[src/rtl/reaction_pkg.sv]
// ----------------------------------------------------------------------------
// reaction_pkg
// Shared types and constants for the reaction-timer session controller.
//   session_state_t : session FSM encoding
//   BCD_W / MS_W    : BCD digit width and binary millisecond width
//   ms_to_bcd()     : elaboration-time helper that turns a millisecond
//                     constant into four packed BCD digits
// ----------------------------------------------------------------------------
package reaction_pkg;

    localparam int BCD_W = 4;
    localparam int MS_W  = 14;

    typedef enum logic [2:0] {
        IDLE,
        ARM,
        WAIT,
        ACCUM,
        GAP,
        CONVERT,
        DONE
    } session_state_t;

    // Only used on constants, so the divide/modulo never reaches hardware.
    function automatic logic [4*BCD_W-1:0] ms_to_bcd(input int unsigned v);
        logic [4*BCD_W-1:0] r;
        int unsigned        t;
        r = '0;
        t = v;
        for (int i = 0; i < 4; i++) begin
            r[i*BCD_W +: BCD_W] = BCD_W'(t % 10);
            t = t / 10;
        end
        return r;
    endfunction

endpackage

[src/rtl/bin2bcd_seq.sv]
// ----------------------------------------------------------------------------
// bin2bcd_seq
// Sequential double-dabble converter: one input bit per clock.
// o_done pulses for one cycle MS_W clocks after i_start is sampled.
// Ports:
//   i_clk, i_rst : clock, synchronous active-high reset
//   i_start      : single-cycle pulse, samples i_bin
//   i_bin        : binary value (must be <= 9999)
//   o_done       : single-cycle pulse, o_bcd valid
//   o_bcd        : {thousands, hundreds, tens, units}
// ----------------------------------------------------------------------------
module bin2bcd_seq
    import reaction_pkg::*;
(
    input  logic                 i_clk,
    input  logic                 i_rst,
    input  logic                 i_start,
    input  logic [MS_W-1:0]      i_bin,
    output logic                 o_done,
    output logic [4*BCD_W-1:0]   o_bcd
);

    logic [MS_W-1:0]    r_bin;
    logic [4*BCD_W-1:0] r_bcd;
    logic [3:0]         r_cnt;
    logic               r_busy;
    logic               r_done;
    logic [4*BCD_W-1:0] w_adj;

    // Add 3 to any digit >= 5 so the following left shift carries correctly.
    always_comb begin
        w_adj = r_bcd;
        for (int i = 0; i < 4; i++) begin
            if (r_bcd[i*BCD_W +: BCD_W] >= 4'd5)
                w_adj[i*BCD_W +: BCD_W] = r_bcd[i*BCD_W +: BCD_W] + 4'd3;
        end
    end

    always_ff @(posedge i_clk) begin
        if (i_rst) begin
            r_busy <= 1'b0;
            r_done <= 1'b0;
            r_cnt  <= '0;
        end else begin
            r_done <= 1'b0;
            if (i_start) begin
                r_bin  <= i_bin;
                r_bcd  <= '0;
                r_cnt  <= 4'(MS_W);
                r_busy <= 1'b1;
            end else if (r_busy) begin
                {r_bcd, r_bin} <= {w_adj, r_bin} << 1;
                r_cnt          <= r_cnt - 4'd1;
                if (r_cnt == 4'd1) begin
                    r_busy <= 1'b0;
                    r_done <= 1'b1;
                end
            end
        end
    end

    assign o_done = r_done;
    assign o_bcd  = r_bcd;

endmodule

[src/rtl/reaction_session_ctrl.sv]
// ----------------------------------------------------------------------------
// reaction_session_ctrl
// Runs a session of N_TRIALS reaction trials: fires the timer, collects each
// result, waits GAP_CYCLES between trials, tracks best and mean, and drives
// the 4-digit display (live pass-through while running, best/mean when done).
// Ports:
//   i_clk, i_rst           : clock, synchronous active-high reset
//   i_go                   : pulse, start session (IDLE/DONE only)
//   i_show_best            : level, in DONE selects best (1) or mean (0)
//   i_rt_done, i_rt_late   : timer result strobe and timeout qualifier
//   i_rt_d0..i_rt_d3       : timer BCD result digits, d0 = units
//   o_rt_start             : one-cycle start pulse to the timer
//   o_busy, o_done         : session running / session complete
//   o_trial_idx            : current trial, 0-based
//   o_late_cnt             : late trials this session, saturating
//   o_disp_d0..o_disp_d3   : BCD display digits
// ----------------------------------------------------------------------------
module reaction_session_ctrl
    import reaction_pkg::*;
#(
    parameter int unsigned N_TRIALS   = 4,
    parameter int unsigned GAP_CYCLES = 50_000_000,
    parameter int unsigned LATE_SCORE = 9999
)(
    input  logic             i_clk,
    input  logic             i_rst,
    input  logic             i_go,
    input  logic             i_show_best,
    input  logic             i_rt_done,
    input  logic             i_rt_late,
    input  logic [BCD_W-1:0] i_rt_d0,
    input  logic [BCD_W-1:0] i_rt_d1,
    input  logic [BCD_W-1:0] i_rt_d2,
    input  logic [BCD_W-1:0] i_rt_d3,
    output logic             o_rt_start,
    output logic             o_busy,
    output logic             o_done,
    output logic [3:0]       o_trial_idx,
    output logic [3:0]       o_late_cnt,
    output logic [BCD_W-1:0] o_disp_d0,
    output logic [BCD_W-1:0] o_disp_d1,
    output logic [BCD_W-1:0] o_disp_d2,
    output logic [BCD_W-1:0] o_disp_d3
);

    localparam int              LOG2N     = $clog2(N_TRIALS);
    localparam int              SUM_W     = 18;
    localparam int              GAP_W     = (GAP_CYCLES > 1) ? $clog2(GAP_CYCLES) : 1;
    localparam logic [MS_W-1:0] LATE_BIN  = MS_W'(LATE_SCORE);
    localparam logic [15:0]     LATE_BCD  = ms_to_bcd(LATE_SCORE);
    localparam logic [MS_W-1:0] BEST_INIT = 14'd9999;

    session_state_t      r_state, w_next;
    logic [SUM_W-1:0]    r_sum;
    logic [MS_W-1:0]     r_best_bin;
    logic [15:0]         r_best_bcd;
    logic [15:0]         r_mean_bcd;
    logic [MS_W-1:0]     r_score_bin;
    logic [15:0]         r_score_bcd;
    logic                r_score_late;
    logic [3:0]          r_trial_idx;
    logic [3:0]          r_late_cnt;
    logic [GAP_W-1:0]    r_gap_cnt;
    logic                r_rt_start, r_busy, r_done, r_bcd_start;
    logic [15:0]         r_disp;

    logic [MS_W-1:0]     w_d0, w_d1, w_d2, w_d3, w_bin, w_mean;
    logic                w_nonbcd, w_late, w_last, w_gap_end, w_go_ok;
    logic                w_bcd_done;
    logic [15:0]         w_bcd;

    // BCD -> binary with shifts only: 1000 = 1024-16-8, 100 = 64+32+4, 10 = 8+2.
    assign w_d0     = {10'd0, i_rt_d0};
    assign w_d1     = {10'd0, i_rt_d1};
    assign w_d2     = {10'd0, i_rt_d2};
    assign w_d3     = {10'd0, i_rt_d3};
    assign w_bin    = ((w_d3 << 10) - (w_d3 << 4) - (w_d3 << 3))
                    + ((w_d2 << 6) + (w_d2 << 5) + (w_d2 << 2))
                    + ((w_d1 << 3) + (w_d1 << 1))
                    + w_d0;
    assign w_nonbcd = (i_rt_d0 > 4'd9) || (i_rt_d1 > 4'd9) ||
                      (i_rt_d2 > 4'd9) || (i_rt_d3 > 4'd9);
    assign w_late   = i_rt_late || w_nonbcd;

    assign w_last    = (r_trial_idx == 4'(N_TRIALS - 1));
    assign w_gap_end = (r_gap_cnt == GAP_W'(GAP_CYCLES - 1));
    assign w_go_ok   = i_go && ((r_state == IDLE) || (r_state == DONE));
    assign w_mean    = r_sum[LOG2N +: MS_W];

    bin2bcd_seq u_bin2bcd (
        .i_clk   (i_clk),
        .i_rst   (i_rst),
        .i_start (r_bcd_start),
        .i_bin   (w_mean),
        .o_done  (w_bcd_done),
        .o_bcd   (w_bcd)
    );

    always_ff @(posedge i_clk) begin
        if (i_rst) r_state <= IDLE;
        else       r_state <= w_next;
    end

    always_comb begin
        w_next = r_state;
        case (r_state)
            IDLE:    if (i_go) w_next = ARM;
            ARM:     w_next = WAIT;
            WAIT:    if (i_rt_done) w_next = ACCUM;
            ACCUM:   w_next = w_last ? CONVERT : GAP;
            GAP:     if (w_gap_end) w_next = ARM;
            CONVERT: if (w_bcd_done) w_next = DONE;
            DONE:    if (i_go) w_next = ARM;
            default: w_next = IDLE;
        endcase
    end

    // Outputs are registered from the next state so they line up with it.
    always_ff @(posedge i_clk) begin
        if (i_rst) begin
            r_rt_start  <= 1'b0;
            r_busy      <= 1'b0;
            r_done      <= 1'b0;
            r_bcd_start <= 1'b0;
            r_sum       <= '0;
            r_best_bin  <= BEST_INIT;
            r_best_bcd  <= 16'h9999;
            r_mean_bcd  <= '0;
            r_late_cnt  <= '0;
            r_trial_idx <= '0;
            r_gap_cnt   <= '0;
            r_disp      <= '0;
        end else begin
            r_rt_start  <= (w_next == ARM);
            r_busy      <= (w_next == ARM) || (w_next == WAIT) || (w_next == ACCUM) ||
                           (w_next == GAP) || (w_next == CONVERT);
            r_done      <= (w_next == DONE);
            r_bcd_start <= (w_next == CONVERT) && (r_state != CONVERT);

            if (w_go_ok) begin
                r_sum       <= '0;
                r_best_bin  <= BEST_INIT;
                r_best_bcd  <= 16'h9999;
                r_late_cnt  <= '0;
                r_trial_idx <= '0;
            end

            if (r_state == ACCUM) begin
                r_sum <= r_sum + {{(SUM_W-MS_W){1'b0}}, r_score_bin};
                // Strict compare: ties keep the earlier best.
                if (r_score_bin < r_best_bin) begin
                    r_best_bin <= r_score_bin;
                    r_best_bcd <= r_score_bcd;
                end
                if (r_score_late && (r_late_cnt != 4'hF))
                    r_late_cnt <= r_late_cnt + 4'd1;
                if (!w_last) begin
                    r_trial_idx <= r_trial_idx + 4'd1;
                    r_gap_cnt   <= '0;
                end
            end

            if (r_state == GAP)
                r_gap_cnt <= r_gap_cnt + GAP_W'(1);

            if ((r_state == CONVERT) && w_bcd_done)
                r_mean_bcd <= w_bcd;

            if (r_state == DONE)
                r_disp <= i_show_best ? r_best_bcd : r_mean_bcd;
            else
                r_disp <= {i_rt_d3, i_rt_d2, i_rt_d1, i_rt_d0};
        end
    end

    // Score capture is pure data; it is only consumed in ACCUM after a WAIT hit.
    always_ff @(posedge i_clk) begin
        if ((r_state == WAIT) && i_rt_done) begin
            r_score_late <= w_late;
            r_score_bin  <= w_late ? LATE_BIN : w_bin;
            r_score_bcd  <= w_late ? LATE_BCD : {i_rt_d3, i_rt_d2, i_rt_d1, i_rt_d0};
        end
    end

    assign o_rt_start  = r_rt_start;
    assign o_busy      = r_busy;
    assign o_done      = r_done;
    assign o_trial_idx = r_trial_idx;
    assign o_late_cnt  = r_late_cnt;
    assign o_disp_d0   = r_disp[3:0];
    assign o_disp_d1   = r_disp[7:4];
    assign o_disp_d2   = r_disp[11:8];
    assign o_disp_d3   = r_disp[15:12];

endmodule
[config.mk]
export PLATFORM = sky130hd
export DESIGN_NAME = reaction_session_ctrl
export DESIGN_NICKNAME = d
export VERILOG_FILES = /design/src/rtl/reaction_pkg.sv /design/src/rtl/bin2bcd_seq.sv /design/src/rtl/reaction_session_ctrl.sv
export SDC_FILE = /design/constraint.sdc
export NUM_CORES = 1
export LEC_CHECK = 0
export ABC_AREA = 1
export BUFFER_PORTS_ARGS = -buffer_cell sky130_fd_sc_hd__buf_2
export CORE_AREA = 2 2 161 163
export CTS_CLUSTER_SIZE = 40
export DETAILED_ROUTE_END_ITERATION = 10
export DIE_AREA = 0 0 163 165
export GPL_TIMING_DRIVEN = 1
export SLEW_MARGIN = 10
export SYNTH_ARGS = -nofsm -noshare
export SYNTH_HDL_FRONTEND = slang
export SYNTH_SLANG_ARGS = --single-unit
export TNS_END_PERCENT = 1
[constraint.sdc]
create_clock -name i_clk -period 7.4 [get_ports i_clk]
set_input_delay 0.37 -clock i_clk [delete_from_list [all_inputs] [get_ports i_clk]]
set_output_delay 0.37 -clock i_clk [all_outputs]
set_load 0.01 [all_outputs]
Word-level counts from Yosys, hierarchy flattened

Cells that the tools add are included.

Bits of input ports: 22
Flip-flop bits (word level): 188

$add $sub $neg: 17
Mux-type cells: 38
Reduce and logical (&&, ||, !) cells: 23
Eq/ne operators: 18
$lt $le $gt $ge: 9
Bitwise operators: 2

Operators by type and width:

| operator                                                              | count |
|---|---|
| 16-bit 2-to-1 mux                                                     | 6 |
| 26-bit 2-to-1 mux                                                     | 3 |
| 14-bit 2-to-1 mux                                                     | 5 |
| 4-bit 2-to-1 mux                                                      | 11 |
| 18-bit 2-to-1 mux                                                     | 2 |
| 26-bit by 1-bit adder with 26-bit output, second input constant       | 1 |
| 26-bit equality test, second input constant                           | 1 |
| 18-bit by 14-bit adder with 18-bit output                             | 1 |
| 3-bit equality test, second input constant                            | 6 |
| 3-bit case mux with 6 select lines                                    | 1 |
| 4-bit by 3-bit >= comparator with 1-bit output, second input constant | 4 |
| 4-bit greater-than comparator, second input constant                  | 4 |
| 3-bit 2-to-1 mux                                                      | 5 |
| 14-bit by 12-bit adder with 14-bit output                             | 1 |
| 14-bit by 4-bit adder with 14-bit output                              | 1 |
| 14-bit by 8-bit adder with 14-bit output                              | 1 |
| 14-bit less-than comparator                                           | 1 |
| 14-bit by 7-bit subtractor with 14-bit output                         | 1 |
| 14-bit by 8-bit subtractor with 14-bit output                         | 1 |
| 11-bit by 6-bit adder with 12-bit output                              | 1 |
| 4-bit by 2-bit adder with 4-bit output, second input constant         | 3 |
| 3-bit by 2-bit equality test with 1-bit output, second input constant | 4 |
| 10-bit by 9-bit adder with 11-bit output                              | 1 |
| 1-bit logical OR                                                      | 9 |
| other kinds (18)                                                      | 33 |

Longest topological paths before layout

Word-level depth: 8
Depth in mapped cells: 15

Modules after synthesis

Synthesis repeated with hierarchy kept, for this count alone.

Cell total of the unflattened synthesis: 1341
Area total of the unflattened synthesis: 10317.4 um^2

By module, submodules not included:

| module                | seq. area each (um^2) | times used | cells each | area each (um^2) |
|---|---|---|---|---|
| reaction_session_ctrl | 3283.1                | 1          | 1132       | 8466.9 |
| bin2bcd_seq           | 1021.0                | 1          | 209        | 1850.5 |

Least setup slack after synthesis

No wires, ideal clock.

Path type: input -> register
Start: in i_rt_d1[2]
End: reg r_score_bin[8], data pin
Setup time: 0.262 ns
Data required time: 7.138 ns
Path slack: 4.091 ns
Arrival: 3.047 ns
Stages on the path: 13
Cell sequence: inv_1 -> fa_1 -> inv_1 -> fa_1 -> inv_1 -> fa_1 -> inv_1 -> ha_1 -> a21oi_1 -> o21ai_0 -> a21oi_1 -> or2_2 -> nand3_1

Word-level cells in the longest chain between the ends: 5

Ends and longest elaborated chain:

| element                                                                          | RTL line                     | source |
|---|---|---|
| start, declared                                                                  | reaction_session_ctrl.sv:32  | `input logic [BCD_W-1:0] i_rt_d1,` |
| branches (longest 5 deep; another with 14-bit by 8-bit adder with 14-bit output) | -                            |  |
| end signal, assigned                                                             | reaction_session_ctrl.sv:180 | `r_score_bin <= w_late ? LATE_BIN : w_bin;` |
| end, declared                                                                    | reaction_session_ctrl.sv:58  | `logic [MS_W-1:0] r_score_bin;` |

Several ways; the timed one is not identified.
A chain may end at the register's enable or synchronous reset.

Worst setup path after layout

Ends and elaborated chain as after synthesis.

==> out/results.md <==
Critical path
• FF-to-FF setup slack: 5.13 ns
• nature of the critical path endpoint: register
• required time worst endpoint: 7.55 ns
• Worst Path Max Fanout: 6
• critical path startpoint category: primary input
• critical setup path kind: primary input to register
• Worst Path Arrival: 3.33 ns

Synth
• mux share of post-synthesis cell area: 0%
• adder-cell area share of the yosys netlist: 11.8%
• number of warnings printed during yosys synthesis: 0
• portion of the post-synthesis area used by sequential elements: 41.1%
• number of synthesized register bits: 185
• Commonest cells post-synth: 267 x sky130_fd_sc_hd__nand2_1, 207 x sky130_fd_sc_hd__inv_1, 150 x sky130_fd_sc_hd__nor2_1, 143 x sky130_fd_sc_hd__a21oi_1, 125 x sky130_fd_sc_hd__dfxtp_1
• dominant combinational cell family by area after synthesis: simple AND/OR/NAND/NOR gates
• xor/xnor cell area share of the yosys netlist: 0.669%
• simple-gate share of the synthesized area: 23.0%
• share of Yosys cell area claimed by the top area cell type: 23.9%
• share of the synthesized area in compound gates (AO/OA/AOI/OAI): 13.6%
• Top FF cell, synth: sky130_fd_sc_hd__dfxtp_1
• post-synth top area cell: sky130_fd_sc_hd__dfxtp_1
• nets in the synthesized netlist: 1487
• netlist area before placement: 10500 sq um
• Async SR Flop Fraction: 0%
• post-synthesis instance total: 1376
• cells taking the most area after synthesis: sky130_fd_sc_hd__dfxtp_1 24%, sky130_fd_sc_hd__edfxtp_1 17%, sky130_fd_sc_hd__nand2_1 9.6%
• number of different library cells in the post-synthesis netlist: 47
• number of enable flip-flop cells after synthesis: 60
• most frequently used cell type in the post-synthesis netlist: sky130_fd_sc_hd__nand2_1
• synthesized area divided by synthesized cell count: 7.61 sq um

Die
• area of the placeable core: 25000 sq um
• horizontal die dimension: 163 um
• count of pins on the block boundary: 49
• Die Footprint: 26900 sq um
• Core Rows: 58
• initial core utilization: 41.8%
• vertical die dimension: 165 um

Global route
• via count of the first global-routing pass: 8363
• All-Layer GR Usage: 19.2%
• Congestion Overflow GR: 0
• global-route wire length before repair: 41000 um
• pin count of the biggest net entering global routing: 55
• initial antenna violation count: 1

Clocking
• clock tree root buffer cell: sky130_fd_sc_hd__clkbuf_16
• clk sinks: 185
• post-CTS setup buffers: 0
• clock slew at the register clock pins of the worst setup and hold paths: 0.07 ns
• Inserted Clock Buffers: 17
• maximum root-to-sink buffer count: 2
• count of instances resized after the clock tree is built: 0
• number of levels the H-tree was split into: 4
• clock latency on the worst-skew pair: 0.44 ns
• CTS tree: done
• number of buffers inserted by hold repair at cts: 0

STA
• portion of the clock cycle consumed by the worst path in the final layout: 43.0%
• slew at the pin with the worst max-slew slack: 1.06 ns
• final number of hold-violating endpoints: 0
• RSZ-0062 raised after global routing: no
• worst max-slew margin expressed relative to the limit: 28.9%
• number of setup violations in the final report: 0
• Fmax: 314 MHz
• Total Negative Setup Slacks: 0 ns
• max-slew violation count: 0
• Setup Skew: 0.0159 ns
• clock period minus worst slack: 3.18 ns

Drt
• Detailed Route Iter0 Violations: 580
• via count: 8818
• drt first pass iters: 5
• routed wire length: 24800 um
• Via density: 5.04
• WL per Instance: 14.2 um
• Routed Antenna Nets: 0
• remaining routing DRC violations: 0

Status
• outcome: complete, no violations

Hold path
• path category of the worst min-delay check: primary input to register

Finish
• flip-flop and latch area: 4300 sq um
• cell area after layout: 11500 sq um
• area overhead of the layout relative to synthesis: 10.3%
• area used by multi-input combinational logic: 5130 sq um
• fraction of final layout cells with drive strength greater than 1: 7.75%
• nets: 1518
• # fillers: 2494

Power and ir drop
• overall power after layout: 0.00235 W
• power density of the placed cells: 204 nW/um^2
• VDD IR max: 0.119 mV
• Static Leak: 4.98 nW

Place
• count of buffers from port buffering: 48
• gpl congestion: 0.881
• cell area reported after detailed placement: 11000 sq um
• detailed-placement wirelength estimate: 17800 um

Job
• number of violations of the max-capacitance limit: 0

-- per-stage QoR --
stage / util, % / hold slack (ns) / instances / setup slack (ns)
2_1_floorplan: - / 0.422 / 1376 / 4.09
3_3_place_gp: 43.8 / 0.432 / 1718 / 3.81
3_5_place_dp: 43.8 / 0.441 / 1718 / 3.78
4_1_cts: 46.1 / 0.200 / 1750 / 4.23
5_1_grt: 46.1 / 0.218 / 1750 / 3.99
6_report: 46.1 / 0.215 / 1751 / 4.22
-- path summary, 6_finish.rpt --
path / startpoint / end / cells after the start
min: i_rt_d0[0] / r_score_bin[0] / 2
min reg2reg: r_score_bcd[8] / r_best_bcd[8] / 2
max reg2reg: r_state[2] / r_gap_cnt[5] / 8
max: i_rt_d1[2] / r_score_bin[8] / 14
-- per-layer routing --
layer | vias up | track usage [%] | part of all wire (%) | wire, um
met2 | 192 | 32.1 | 46 | 11400
met3 | 27 | 3.31 | 4.1 | 1010
met5 | - | 0 | 0 | 0
li1 | 4536 | - | - | -
met1 | 4063 | 25.8 | 48 | 12000
met4 | 0 | 5.07 | 1.4 | 335
-- registers in the layout (all words and copies together), names as in the netlist --
name,cells
r_gap_cnt,26
u_bin2bcd.o_bcd,16
u_bin2bcd.r_bin,14
o_trial_idx,4
r_state,3
r_best_bin,14
o_rt_start,1
r_score_late,1
u_bin2bcd.r_cnt,4
o_done,1
u_bin2bcd.r_busy,1
u_bin2bcd.o_done,1
r_score_bin,14
r_disp,16
o_busy,1
o_late_cnt,4
r_best_bcd,16
r_bcd_start,1
r_score_bcd,15
r_sum,16
r_mean_bcd,16
-- kinds of logic (layout without fill, tap and decap cells) --
family | count (synthesis) | after routing
compound gates | 276 | 276
xor+xnor | 8 | 8
fa+ha+maj | 89 | 89
buf+inv | 255 | 299
flops | 185 | 185
other cells | 0 | 1
simple gates | 563 | 563
-- layout make-up --
cell class              count  area share [%]
clock inverters            10           0.694
diodes                      1          0.0217
clock buffers              22            4.40
multi-input cells         936            44.5
inverters                 212            7.03
repair buffers             55            2.54
flip-flops and latches    185            37.3
well taps                 330            3.58
-- critical path, cell delays in order --
cell and delay (ns):
sky130_fd_sc_hd__buf_2 0.11, sky130_fd_sc_hd__inv_1 0.08, sky130_fd_sc_hd__fa_1 0.54, sky130_fd_sc_hd__inv_1 0.06, sky130_fd_sc_hd__fa_1 0.52, sky130_fd_sc_hd__inv_1 0.05
sky130_fd_sc_hd__fa_1 0.52, sky130_fd_sc_hd__inv_1 0.04, sky130_fd_sc_hd__ha_1 0.37, sky130_fd_sc_hd__a21oi_1 0.19, sky130_fd_sc_hd__o21ai_0 0.12, sky130_fd_sc_hd__a21oi_1 0.17
sky130_fd_sc_hd__or2_2 0.13, sky130_fd_sc_hd__nand3_1 0.05
-- placed cells by master (no fill, tap or decap), drive strengths merged, types with 3 or more instances in the layout --
cell type  count
buf           55
a21oi        143
dfxtp        125
ha            73
a21o           3
or2            7
a211oi         4
nand3b         3
edfxtp        60
nor2         152
o21ai        118
nand4         13
clkinvlp       3
nor3          22
inv          212
nand3         93
clkbuf        22
fa            16
clkinv         7
xor2           7
nand2        270
-- power by group --
part	switching, W	leakage (nW)	total [W]	internal (W)
Clock	0.000412	0.279	0.000907	0.000496
Combinational	0.000242	3.16	0.000370	0.000127
Sequential	0.0000119	1.55	0.00108	0.00106
Total	0.000666	4.98	0.00235	0.00169
Note: power is estimated with default switching activity, not from simulation.
